$ cat src/rtl/k2red_arb.sv
`default_nettype none
// +----------------------------------------------------------------------+
// | k2red_arb: round-robin share of one K2RED reducer between two        |
// | requesters, with tag tracking and credit-guarded response FIFOs.     |
// | Rev 1.0                                                              |
// +----------------------------------------------------------------------+
module k2red_arb #(
  parameter int WID   = 24,
  parameter int WID2  = 12,
  parameter int LAT   = 6,
  parameter int TAGW  = 4,
  parameter int DEPTH = 8
) (
  input  logic            clk,
  input  logic            rst,
  input  logic            req0_valid,
  output logic            req0_ready,
  input  logic [WID-1:0]  req0_data,
  input  logic [TAGW-1:0] req0_tag,
  input  logic            req1_valid,
  output logic            req1_ready,
  input  logic [WID-1:0]  req1_data,
  input  logic [TAGW-1:0] req1_tag,
  output logic [WID-1:0]  red_c,
  input  logic [WID2-1:0] red_cred,
  output logic            rsp0_valid,
  input  logic            rsp0_ready,
  output logic [WID2-1:0] rsp0_data,
  output logic [TAGW-1:0] rsp0_tag,
  output logic            rsp1_valid,
  input  logic            rsp1_ready,
  output logic [WID2-1:0] rsp1_data,
  output logic [TAGW-1:0] rsp1_tag,
  output logic            busy
);
  localparam int c_AW = $clog2(DEPTH);
  localparam int c_CW = $clog2(DEPTH + 1);
  localparam logic [c_CW-1:0] c_CRED_MAX = c_CW'(DEPTH);
  localparam logic [c_CW-1:0] c_CRED_ONE = c_CW'(1);
  localparam logic [c_AW:0]   c_PTR_ONE  = (c_AW + 1)'(1);

  logic [1:0]            w_vld, w_rsp_rdy, w_elig, w_gnt, w_push, w_pop, w_empty, w_full;
  logic [1:0][WID2-1:0]  w_hd_data;
  logic [1:0][TAGW-1:0]  w_hd_tag;
  logic [TAGW-1:0]       w_gnt_tag;
  logic                  r_ptr;
  logic [LAT-1:0]        r_pv, r_pid;
  logic [TAGW-1:0]       r_ptag [LAT];

  assign w_vld     = {req1_valid, req0_valid};
  assign w_rsp_rdy = {rsp1_ready, rsp0_ready};

  // Grants are held off during reset so ready/red_c read 0 immediately.
  always_comb begin
    w_gnt = 2'b00;
    if (rst) begin
      if (w_elig[0] && (!w_elig[1] || !r_ptr)) w_gnt[0] = 1'b1;
      else if (w_elig[1])                      w_gnt[1] = 1'b1;
    end
  end

  assign red_c     = w_gnt[0] ? req0_data : (w_gnt[1] ? req1_data : '0);
  assign w_gnt_tag = w_gnt[1] ? req1_tag : req0_tag;

  always_ff @(posedge clk or negedge rst) begin
    if (!rst) begin
      r_ptr <= 1'b0;
      r_pv  <= '0;
      r_pid <= '0;
      for (int i = 0; i < LAT; i++) r_ptag[i] <= '0;
    end else begin
      if (|w_gnt) r_ptr <= w_gnt[0];
      r_pv[0]   <= |w_gnt;
      r_pid[0]  <= w_gnt[1];
      r_ptag[0] <= w_gnt_tag;
      for (int i = 1; i < LAT; i++) begin
        r_pv[i]   <= r_pv[i-1];
        r_pid[i]  <= r_pid[i-1];
        r_ptag[i] <= r_ptag[i-1];
      end
    end
  end

  // Last pipe stage lines up with red_cred for the same operation.
  assign w_push[0] = r_pv[LAT-1] & ~r_pid[LAT-1];
  assign w_push[1] = r_pv[LAT-1] &  r_pid[LAT-1];

  for (genvar n = 0; n < 2; n++) begin : g_req
    logic [WID2+TAGW-1:0] r_mem [DEPTH];
    logic [c_AW:0]        r_wp, r_rp;
    logic [c_CW-1:0]      r_cred;

    assign w_empty[n] = (r_wp == r_rp);
    assign w_full[n]  = (r_wp[c_AW] != r_rp[c_AW]) && (r_wp[c_AW-1:0] == r_rp[c_AW-1:0]);
    assign w_elig[n]  = w_vld[n] && (r_cred != '0);
    assign w_pop[n]   = w_rsp_rdy[n] && !w_empty[n];
    assign {w_hd_data[n], w_hd_tag[n]} = w_empty[n] ? '0 : r_mem[r_rp[c_AW-1:0]];

    always_ff @(posedge clk) begin
      if (w_push[n]) r_mem[r_wp[c_AW-1:0]] <= {red_cred, r_ptag[LAT-1]};
    end

    always_ff @(posedge clk or negedge rst) begin
      if (!rst) begin
        r_wp   <= '0;
        r_rp   <= '0;
        r_cred <= c_CRED_MAX;
      end else begin
        if (w_push[n]) r_wp <= r_wp + c_PTR_ONE;
        if (w_pop[n])  r_rp <= r_rp + c_PTR_ONE;
        case ({w_gnt[n], w_pop[n]})
          2'b10:   r_cred <= r_cred - c_CRED_ONE;
          2'b01:   r_cred <= r_cred + c_CRED_ONE;
          default: r_cred <= r_cred;
        endcase
      end
    end

    a_no_overflow: assert property (@(posedge clk) disable iff (!rst)
      !(w_push[n] && w_full[n] && !w_pop[n]));
  end

  assign req0_ready = w_gnt[0];
  assign req1_ready = w_gnt[1];
  assign rsp0_valid = !w_empty[0];
  assign rsp0_data  = w_hd_data[0];
  assign rsp0_tag   = w_hd_tag[0];
  assign rsp1_valid = !w_empty[1];
  assign rsp1_data  = w_hd_data[1];
  assign rsp1_tag   = w_hd_tag[1];
  assign busy       = (|r_pv) || !(&w_empty);

endmodule
`default_nettype wire

$ cat config.mk
export PLATFORM = sky130hd
export DESIGN_NAME = k2red_arb
export DESIGN_NICKNAME = d
export VERILOG_FILES = /design/src/rtl/k2red_arb.sv
export SDC_FILE = /design/constraint.sdc
export NUM_CORES = 1
export LEC_CHECK = 0
export ABC_CLOCK_PERIOD_IN_PS = 4410
export BUFFER_PORTS_ARGS = -buffer_cell sky130_fd_sc_hd__buf_2
export CAP_MARGIN = 5
export CORE_MARGIN = 2
export CORE_UTILIZATION = 40
export DETAILED_ROUTE_END_ITERATION = 16
export GPL_TIMING_DRIVEN = 0
export SYNTH_ARGS = -nofsm -noshare
export SYNTH_HDL_FRONTEND = slang
export SYNTH_SLANG_ARGS = --single-unit
$ cat constraint.sdc
create_clock -name clk -period 4.41 [get_ports clk]
set_input_delay 0.441 -clock clk [delete_from_list [all_inputs] [get_ports clk]]
set_output_delay 0.441 -clock clk [all_outputs]
set_load 0.02 [all_outputs]
==> summary.txt, run 1 <==
run status -> completed
initial antenna violation count -> 0
number of global-route vias before repair -> 7050
share of flip-flops with an asynchronous set or reset -> 19.2%
Worst Setup EP -> busy
CP required -> 3970 ps
share of cells above drive strength 1 -> 34.8%
Final GP Congestion -> 0.752
FF/Latch Area -> 9220 um2
synthesized area -> 12600 um2
RSZ-0062 raised after global routing -> no
CP Capture Type -> output pin
sequential-to-total area share from yosys stat -> 73.3%
DRC errors left -> 0
I/O Buffers -> 134
Yosys warning count -> 0
Core Footprint -> 30700 um2
worst r2r src -> g_req[0].r_rp[1]$_DFFE_PN0P_
top post-synthesis cells by area -> edfxtp_1 (61%), dfrtp_1 (12%), mux4_2 (11%)
Die ar. -> 32900 um2
Die Span X -> 181 um
fill cell count -> 2603
row count -> 64
HP Class -> in2async
final worst slack -> 1010 ps
leakage power -> 0.00560 uW
H-Tree Depth -> 2
Slew HR -> 39.5%
clock network power share -> 28.4%
crit path max fanout -> 10
Worst EP arrival -> 2960 ps
initial core utilization -> 40.9%
sequential power share -> 38.2%
Hold Vio Cnt, Final -> 0
Nets -> 966
setup TNS -> 0 ps
Slew @ Worst Pin -> 907 ps
final slew viol count -> 0
first-pass GRT wire length -> 40000 um
Setup Crit Path Kind -> reg2out
Yosys cell types -> 38
I/O pins -> 135
Max Root-Sink Buffers -> 3
die height -> 181 um
DR vias/cell -> 5.09
peak supply drop -> 234 uV
DRT Wirelength -> 25400 um
total CTS buffers -> 34
pwr/cell area -> 650 nW/um2
number of synthesized register bits -> 317
Clock Latency Late Sink -> 520 ps
number of synthesized flops with an enable pin -> 256
CTS tree -> done
post-detailed-route count of antenna-violating nets -> 0
Tot Pwr -> 9880 uW
flop2flop setup slack -> 1120 ps
Net Sw Power -> 3210 uW
clk sinks -> 317
area of the multi-input gates -> 3180 um2
cts repair resizes -> 0
worst slack at placement -> 864 ps
R2R depth -> 11
Layout area overhead -> 20.8%
Fmax -> 294 MHz
total setup buffers inserted after CTS -> 0
Startpoint Class -> register
Synth top area share -> 61.2%
wire length per cell -> 19.5 um
clk slew on worst S/H paths -> 60 ps
placed inst area -> 14100 um2
total gr overflow -> 0
GRT Total Usage -> 16.0%
drt first pass iters -> 4
Comb power frac -> 33.4%
violation count after the first detailed-route iteration -> 443
dpl hpwl -> 17400 um
CTS Hold Buffers Added -> 0
Final Cell Area -> 15200 um2
Reg2Reg Capture Point -> g_req[0].r_cred[3]$_DFFE_PN1P_
Syn Nets -> 779
Cells after Synth -> 693
Tcrit/Tclk final -> 77.1%
clock skew -> 16.6 ps
largest net degree at the start of global routing -> 63
Int Pwr -> 6670 uW
post-synthesis cell type with the largest combined area -> edfxtp_1
final setup fails -> 0
Max Cap Viol -> 0
prevailing post-synth register cell -> edfxtp_1
Worst Setup SP -> g_req[0].r_rp[1]$_DFFE_PN0P_
vias post-DR -> 6623
minimum clock period -> 3400 ps
syn avg cell area -> 18.1 um2
switching fraction of total power -> 32.5%
Root Buffer -> clkbuf_16
[cells in the final DEF (no fill, tap or decap), drive strengths merged, types with 2 or more instances in the layout]
cell	count
fa	2
o31ai	2
or2	2
nand3	26
dfstp	2
buf	175
inv	10
dfrtp	59
bufinv	3
nor3	10
nand2	40
xnor2	8
a21o	2
a21oi	2
nor4	3
ha	10
mux2	10
edfxtp	256
nand2b	7
o21ai	29
clkbuf	59
nand4	3
nor2	49
xor2	15
clkinv	13
a2111oi	2
mux2i	34
mux4	64
[logic make-up (layout without fill, tap and decap cells)]
| kind of cell | after synthesis | in the layout | share of synthesized area [%] |
|---|---|---|---|
| multiplexers | 108 | 108 | 15.1 |
| AO/OA/AOI/OAI | 40 | 40 | 1.84 |
| XOR/XNOR | 23 | 23 | 1.60 |
| flip-flops | 317 | 317 | 73.3 |
| adder cells (fa/ha/maj) | 12 | 12 | 1.31 |
| AND/OR/NAND/NOR | 143 | 143 | 5.07 |
| buffers and inverters | 50 | 261 | 1.78 |
| other | 0 | 1 | 0 |
[Yosys cell counts (all sizes together), types with 3 or more instances]
| cell type | count |
|---|---|
| nand4 | 3 |
| edfxtp | 256 |
| buf | 24 |
| o21ai | 29 |
| dfrtp | 59 |
| xor2 | 15 |
| nand2b | 7 |
| clkbuf | 16 |
| nand2 | 40 |
| inv | 10 |
| nand3 | 26 |
| ha | 10 |
| mux4 | 64 |
| xnor2 | 8 |
| mux2 | 10 |
| mux2i | 34 |
| nor3 | 10 |
| nor2 | 49 |
| nor4 | 3 |
[registers in the layout (all words and copies together) (netlist names)]
register      cells
g_req.r_rp        8
r_pv              6
r_pid             6
g_req.r_cred      8
r_ptr             1
g_req.r_wp        8
g_req.r_mem     256
r_ptag           24
[per-layer routing]
metal	vias up	track usage [%]	share of wire, %	routed length [um]
met5	-	0	0	0
met4	0	4.07	1.9	485
met3	44	2.86	4.9	1240
met2	198	27.8	50	12700
met1	3323	20.8	43	10900
li1	3058	-	-	-
[layout make-up]
class,count,area share (%)
multi-input cells,326,20.9
plain buffers,40,1.23
flip-flops and latches,317,60.7
clock buffers,43,6.17
inverters,10,0.247
repair buffers,151,6.25
diodes,1,0.0165
well taps,396,3.26
clock inverters,17,1.19
[worst max-delay path, stage by stage (launching register included)]
cell and delay [ps]:
dfrtp_1 340, clkbuf_1 400, xor2_1 130, nor4_1 540, buf_2 360, buf_2 360
nand4_1 120, buf_2 200
[stage by stage]
step,utilization [%],cells,hold WS [ps]
floorplan,-,693,145
global placement,44.7,1223,332
detailed placement,45.7,1240,335
CTS,49.4,1300,42.5
global route,49.4,1300,85.7
finish,49.4,1301,16.2
[power by group through the flow]
stage          Clock, uW  Sequential [uW]  Combinational [uW]
4_1_cts             2870             3780                3380
2_1_floorplan          0             3780                2360
6_report            2810             3780                3290
3_3_place_gp           0             3830                3270
3_5_place_dp           0             3840                3370
5_1_grt             3000             3810                3620
[worst min-delay path by stage]
stage | startpoint | end | slack [ps]
2_1_floorplan | rst | g_req[0].r_cred[0]$_DFFE_PN0P_ | 150
6_report | rst | r_ptag[18]$_DFF_PN0_ | 20
4_1_cts | rst | g_req[0].r_rp[3]$_DFFE_PN0P_ | 40
3_5_place_dp | r_pid[4]$_DFF_PN0_ | r_pid[5]$_DFF_PN0_ | 330
5_1_grt | rst | r_ptag[18]$_DFF_PN0_ | 90
3_3_place_gp | r_ptag[6]$_DFF_PN0_ | r_ptag[2]$_DFF_PN0_ | 330
(Power assumes the default switching activity.)
==> run 2: changes to the inputs <==
--- a/config.mk
+++ b/config.mk
@@ -5,7 +5,7 @@
 export SDC_FILE = /design/constraint.sdc
 export NUM_CORES = 1
 export LEC_CHECK = 0
-export ABC_CLOCK_PERIOD_IN_PS = 4410
+export ABC_CLOCK_PERIOD_IN_PS = 3100
 export BUFFER_PORTS_ARGS = -buffer_cell sky130_fd_sc_hd__buf_2
 export CAP_MARGIN = 5
 export CORE_MARGIN = 2
==> constraint.sdc (replaced) <==
create_clock -name clk -period 3.1 [get_ports clk]
set_input_delay 0.31 -clock clk [delete_from_list [all_inputs] [get_ports clk]]
set_output_delay 0.31 -clock clk [all_outputs]
set_load 0.02 [all_outputs]
==> run 2 against run 1 <==
Sequential cell count unchanged. Final cell count about the same. Routed wire length increased by 1.1%. Clock power is 42% higher. Total power rose by 44%. Die area stayed put. Highest routed layer unchanged.
==> summary.txt, run 2 (synthesized netlist as in run 1, its figures left out) <==
slowest stage delay, CP -> 550 ps (about the same)
I/O Buffers -> 134 (unchanged)
peak supply drop -> 335 uV (+43%)
total CTS buffers -> 34 (unchanged)
critical path cell sequence -> or4_4 > a31o_1 > buf_6 > buf_6 > or2_4 > ha_4 > inv_4 > ha_1 > a21o_1 > a21oi_2 > mux2i_1 > o31ai_1
worst slack at placement -> -315 ps (-1180 ps)
CP required -> 3530 ps (-440 ps)
Worst EP arrival -> 3360 ps (+400 ps)
clk sinks -> 317 (unchanged)
CTS tree -> done
DRC errors left -> 0 (unchanged)
Core Footprint -> 30700 um2 (unchanged)
leakage power -> 0.00563 uW (+0.56%)
clock skew -> 18.4 ps (+1.79 ps)
Tcrit/Tclk final -> 94.7%
dpl hpwl -> 17400 um (unchanged)
post-route insts no fill -> 1302 (+0.077%)
Setup Crit Path Kind -> reg2reg
final worst slack -> 165 ps (-844 ps)
post-detailed-route count of antenna-violating nets -> 0 (unchanged)
Nets -> 968 (+0.21%)
run status -> completed
DRT Wirelength -> 25700 um (+1.1%)
initial core utilization -> 40.9% (unchanged)
Slew @ Worst Pin -> 899 ps (-8.52 ps)
final slew viol count -> 0 (unchanged)
H-Tree Depth -> 2 (unchanged)
Die Span X -> 181 um (unchanged)
Hold Vio Cnt, Final -> 0 (unchanged)
first-pass GRT wire length -> 40300 um (+0.67%)
Antenna diodes -> 0 (-1)
share of cells above drive strength 1 -> 36.3% (+1.5 points)
Int Pwr -> 9550 uW (+43%)
pwr/cell area -> 927 nW/um2 (+43%)
Clock Latency Late Sink -> 520 ps (about the same)
violation count after the first detailed-route iteration -> 389 (-12%)
worst hold slack -> 42.4 ps (+26.2 ps)
Max Root-Sink Buffers -> 3 (unchanged)
row count -> 64 (unchanged)
Fmax -> 341 MHz
clock network power share -> 28.2% (-0.2 points)
crit path max fanout -> 10 (unchanged)
Startpoint Class -> register
CP Capture Type -> register
minimum clock period -> 2940 ps
Critical-path top delay cell -> or4_4
die height -> 181 um (unchanged)
max FFs per register -> 256 (unchanged)
Root Buffer -> clkbuf_16
Die ar. -> 32900 um2 (unchanged)
drt first pass iters -> 4 (unchanged)
switching fraction of total power -> 32.7% (+0.17 points)
Placed Cells -> 1240 (unchanged)
DR vias/cell -> 5.11 (+0.44%)
number of global-route vias before repair -> 7077 (+0.38%)
largest net degree at the start of global routing -> 60 (-4.8%)
most frequent cells in the layout -> edfxtp_1 (256), buf_2 (149), mux4_2 (64), dfrtp_1 (58), nand2_1 (39)
HP Class -> in2reg
Layout area overhead -> 21.6%
GRT Total Usage -> 16.1% (+0.12 points)
Net Sw Power -> 4630 uW (+44%)
initial antenna violation count -> 0 (unchanged)
Slew HR -> 40.1% (+0.57 points)
commonest non-fill, non-tap cell in the layout -> edfxtp_1
Max Cap Viol -> 0 (unchanged)
RSZ-0062 raised after global routing -> no
total gr overflow -> 0 (unchanged)
fill cell count -> 2600 (-0.12%)
Comb power frac -> 33.6% (+0.2 points)
most used cell, CP -> buf_6
I/O pins -> 135 (unchanged)
Final GP Congestion -> 0.752 (unchanged)
final setup fails -> 0 (unchanged)
final core utilization -> 49.7% (+0.34 points)
clk slew on worst S/H paths -> 60 ps (about the same)
vias post-DR -> 6657 (+0.51%)
setup TNS -> 0 ps (unchanged)
sequential power share -> 38.2% (about the same)
wire length per cell -> 19.7 um (+1.0%)
[run 2: final timing paths]
path | start | end | slack [ps] | depth (start not counted)
max | g_req[1].r_cred[1]$_DFFE_PN0P_ | g_req[0].r_cred[3]$_DFFE_PN1P_ | 160 | 12
min | req1_tag[2] | r_ptag[22]$_DFF_PN0_ | 40 | 2
max reg2reg | g_req[1].r_cred[1]$_DFFE_PN0P_ | g_req[0].r_cred[3]$_DFFE_PN1P_ | 160 | 12
min reg2reg | r_ptag[6]$_DFF_PN0_ | r_ptag[2]$_DFF_PN0_ | 340 | 0
max in group asynchronous | rst | g_req[1].r_rp[1]$_DFFE_PN0P_ | 2440 | 3
min in group asynchronous | rst | g_req[0].r_cred[3]$_DFFE_PN1P_ | 350 | 2
[run 2: power groups by stage]
stage	Sequential, uW	Combinational, uW	Clock, uW
2_1_floorplan	5370	3350	0
5_1_grt	5470	5210	4260
6_report	5410	4770	3990
3_3_place_gp	5450	4650	0
3_5_place_dp	5460	4790	0
4_1_cts	5410	4830	4080
[run 2: stage by stage]
step	total power, uW	area, um2
2_1_floorplan	8730	12600
3_3_place_gp	10100	13700
3_5_place_dp	10200	14100
4_1_cts	14300	15200
5_1_grt	14900	15300
6_report	14200	15300
[run 2: layer usage]
layer | global-route usage, % | part of all wire, % | vias up
li1 | - | - | 3064
met1 | 20.8 | 43 | 3352
met2 | 28.2 | 51 | 197
met3 | 2.86 | 4.7 | 44
met4 | 4.07 | 1.9 | 0
met5 | 0 | 0 | -
[run 2: cell type report]
type / count / area, um2 / share of cell area [%]
buffer: 37 / 178 / 1.16
multi-input combinational: 326 / 3230 / 21.1
clock buffer: 43 / 937 / 6.13
timing repair buffer: 156 / 1010 / 6.60
clock inverter: 17 / 181 / 1.19
sequential: 317 / 9220 / 60.3
inverter: 10 / 40.0 / 0.262
tap: 396 / 495 / 3.24
[run 2: what timing repair did]
| item | CTS | global route |
|---|---|---|
| setup endpoints to repair | 23 | 5 |
| gates resized for setup | 5 | 10 |
| pin swaps | 0 | 2 |
| hold endpoints to repair | 59 | 0 |
| hold buffers | 2 | 0 |
| setup buffers | 2 | 1 |
[run 2: critical path: cells and delay by family, from the launching register on]
kind	cells	cell delay, ps
compound gates	4	710
fa+ha+maj	2	410
buf+inv	3	330
flops	1	390
mux	1	200
simple gates	2	810
==> run 3: changes to the inputs <==
--- a/config.mk
+++ b/config.mk
@@ -8,10 +8,10 @@
 export ABC_CLOCK_PERIOD_IN_PS = 3100
 export BUFFER_PORTS_ARGS = -buffer_cell sky130_fd_sc_hd__buf_2
 export CAP_MARGIN = 5
-export CORE_MARGIN = 2
 export CORE_UTILIZATION = 40
 export DETAILED_ROUTE_END_ITERATION = 16
 export GPL_TIMING_DRIVEN = 0
+export PLACE_DENSITY = 0.61
 export SYNTH_ARGS = -nofsm -noshare
 export SYNTH_HDL_FRONTEND = slang
 export SYNTH_SLANG_ARGS = --single-unit
==> run 3 against run 2 <==
The run now ends with DRC left. Count of clock-buffer cells in the layout is 6 higher. Sequential share of layout area is 0.079 points lower. Combinational power hardly changed. Largest cell class unchanged. Hold slack worse by 4.5 ps.
==> summary.txt, run 3 (synthesized netlist as in run 1, its figures left out) <==
met3 wire length -> 1190 um (-0.91%)
DRT Wirelength -> 25900 um (+0.92%)
minimum clock period -> 2960 ps (+28.1 ps)
CP top delay family -> compound AO/OA/AOI/OAI gates
Placed Cells -> 1239 (-0.081%)
R2R depth -> 11 (-1)
commonest non-fill, non-tap cell in the layout -> edfxtp_1
CTS tree -> done
slowest stage delay, CP -> 530 ps (-20 ps)
Comb power frac -> 33.6% (about the same)
Clock Latency Late Sink -> 520 ps (about the same)
initial core utilization -> 40.9% (unchanged)
Final GP Congestion -> 0.747 (-0.59%)
pwr/cell area -> 930 nW/um2 (+0.34%)
DR vias/cell -> 5.12 (about the same)
Met1 Routed Length -> 11100 um (+0.97%)
Fmax -> 337 MHz (-0.95%)
I/O pins -> 135 (unchanged)
clk sinks -> 317 (unchanged)
max layer used -> met4
Net Sw Power -> 4650 uW (+0.37%)
Tot Pwr -> 14200 uW (+0.48%)
setup TNS -> 0 ps (unchanged)
most frequent cells in the layout -> edfxtp_1 (256), buf_2 (149), mux4_2 (64), dfrtp_1 (58), nand2_1 (39)
post-route insts no fill -> 1303 (+0.077%)
CP Capture Type -> register
number of global-route vias before repair -> 6922 (-2.2%)
run status -> finished, violations left
Layout area overhead -> 21.8%
max FFs per register -> 256 (unchanged)
Slew @ Worst Pin -> 975 ps (+76.2 ps)
Hold Vio Cnt, Final -> 0 (unchanged)
row count -> 64 (unchanged)
worst r2r src -> g_req[1].r_cred[0]$_DFFE_PN0P_
Root Buffer -> clkbuf_16
peak supply drop -> 420 uV (+26%)
vias post-DR -> 6667 (+0.15%)
Int Pwr -> 9600 uW (+0.53%)
wire length per cell -> 19.9 um (+0.84%)
die height -> 179 um (-1.1%)
met2 WL -> 13100 um (+1.2%)
I/O Buffers -> 134 (unchanged)
Startpoint Class -> register
clock skew -> 23.2 ps (+4.74 ps)
worst hold slack -> 38.0 ps (-4.47 ps)
Antenna diodes -> 0 (unchanged)
Reg2Reg Capture Point -> g_req[0].r_cred[3]$_DFFE_PN1P_
final worst slack -> 137 ps (-28.1 ps)
Worst Path Buf+Inv -> 3 (unchanged)
Max Cap Viol -> 0 (unchanged)
clk slew on worst S/H paths -> 60 ps (about the same)
initial antenna violation count -> 0 (unchanged)
crit path max fanout -> 10 (unchanged)
critical path cell sequence -> or4_4 > a31o_1 > buf_6 > buf_6 > or2_4 > ha_4 > inv_4 > ha_1 > a21o_1 > a2111oi_4 > o31ai_1
violation count after the first detailed-route iteration -> 467 (+20%)
most used cell, CP -> buf_6
leakage power -> 0.00564 uW (+0.19%)
total CTS buffers -> 34 (unchanged)
share of cells above drive strength 1 -> 36.6% (+0.29 points)
Die Span X -> 179 um (-1.1%)
post-detailed-route count of antenna-violating nets -> 0 (unchanged)
H-Tree Depth -> 2 (unchanged)
Die ar. -> 32100 um2 (-2.2%)
clock network power share -> 28.4% (+0.2 points)
Tcrit/Tclk final -> 95.6% (+0.91 points)
flop2flop setup slack -> 140 ps (-30 ps)
worst slack at placement -> -403 ps (-87.4 ps)
Nets -> 967 (-0.10%)
drt first pass iters -> 11 (+7)
switching fraction of total power -> 32.6% (-0.035 points)
final setup fails -> 0 (unchanged)
total gr overflow -> 0 (unchanged)
Max Root-Sink Buffers -> 3 (unchanged)
DRC errors left -> 12 (+12)
origin of the worst min-delay path -> req0_tag[3]
Hold Path Stages -> 2 (unchanged)
Critical-path top delay cell -> or4_4
HP Class -> in2reg
Setup Crit Path Kind -> reg2reg
Core Footprint -> 30700 um2 (unchanged)
failing checks -> DRC
Worst EP arrival -> 3390 ps (+30 ps)
dpl hpwl -> 17100 um (-1.3%)
GRT Total Usage -> 16.9% (+0.82 points)
CP required -> 3530 ps (about the same)
largest net degree at the start of global routing -> 60 (unchanged)
sequential power share -> 38.0% (-0.2 points)
Slew HR -> 34.6% (-5.4 points)
RSZ-0062 raised after global routing -> yes
final slew viol count -> 0 (unchanged)
first-pass GRT wire length -> 40000 um (-0.77%)
Min-Delay Endpoint -> r_ptag[23]$_DFF_PN0_
==> run 3: cell count changes in the layout (fill, tap and decap cells not counted), sizes merged <==
cell and delta:
buf -3, bufinv -1, clkbuf +8, clkinv -5, inv +2
==> run 3: worst max path at each step <==
stage / from / to / cells after the start
after detailed placement: rst / g_req[1].r_cred[3]$_DFFE_PN1P_ / 11
final: g_req[1].r_cred[0]$_DFFE_PN0P_ / g_req[0].r_cred[3]$_DFFE_PN1P_ / 11
after CTS: g_req[1].r_cred[0]$_DFFE_PN0P_ / g_req[0].r_cred[3]$_DFFE_PN1P_ / 12
after floorplan: g_req[1].r_cred[1]$_DFFE_PN0P_ / g_req[0].r_cred[3]$_DFFE_PN1P_ / 11
after global routing: rst / g_req[1].r_cred[3]$_DFFE_PN1P_ / 13
after global placement: rst / g_req[1].r_cred[3]$_DFFE_PN1P_ / 11
==> run 3: area by class of cell <==
| class | count | area [um2] |
|---|---|---|
| buffer | 38 | 183 |
| sequential | 317 | 9220 |
| tap | 396 | 495 |
| timing repair buffer | 154 | 992 |
| fill | 2559 | 15400 |
| clock inverter | 13 | 133 |
| inverter | 10 | 40.0 |
| clock buffer | 49 | 1010 |
| multi-input combinational | 326 | 3240 |
==> run 3: power groups by stage <==
stage / registers, uW / clock network, uW / logic [uW]
4_1_cts: 5410 / 4130 / 4790
3_5_place_dp: 5460 / 0 / 4790
5_1_grt: 5460 / 4290 / 5290
2_1_floorplan: 5370 / 0 / 3350
6_report: 5410 / 4050 / 4790
3_3_place_gp: 5450 / 0 / 4650
==> run 3: per-layer routing <==
metal  up-vias  global-route usage [%]
met1      3359                    22.0
li1       3063                       -
met2       210                    29.2
met4         0                    4.24
met5         -                       0
met3        35                    2.91
==> run 3: what timing repair did <==
item / in CTS / in global routing
setup buffers: 1 / 1
pin swaps: 0 / 0
setup endpoints to repair: 18 / 19
endpoints found under the hold margin: 59 / 0
resized for setup: 4 / 13
hold buffers: 2 / 0
==> run 3: per-stage QoR <==
stage	instance area [um2]	utilization, %
after floorplan	12600	-
after global placement	13700	44.7
final	15300	49.8
after global routing	15300	49.8
after CTS	15200	49.6
after detailed placement	14100	45.7
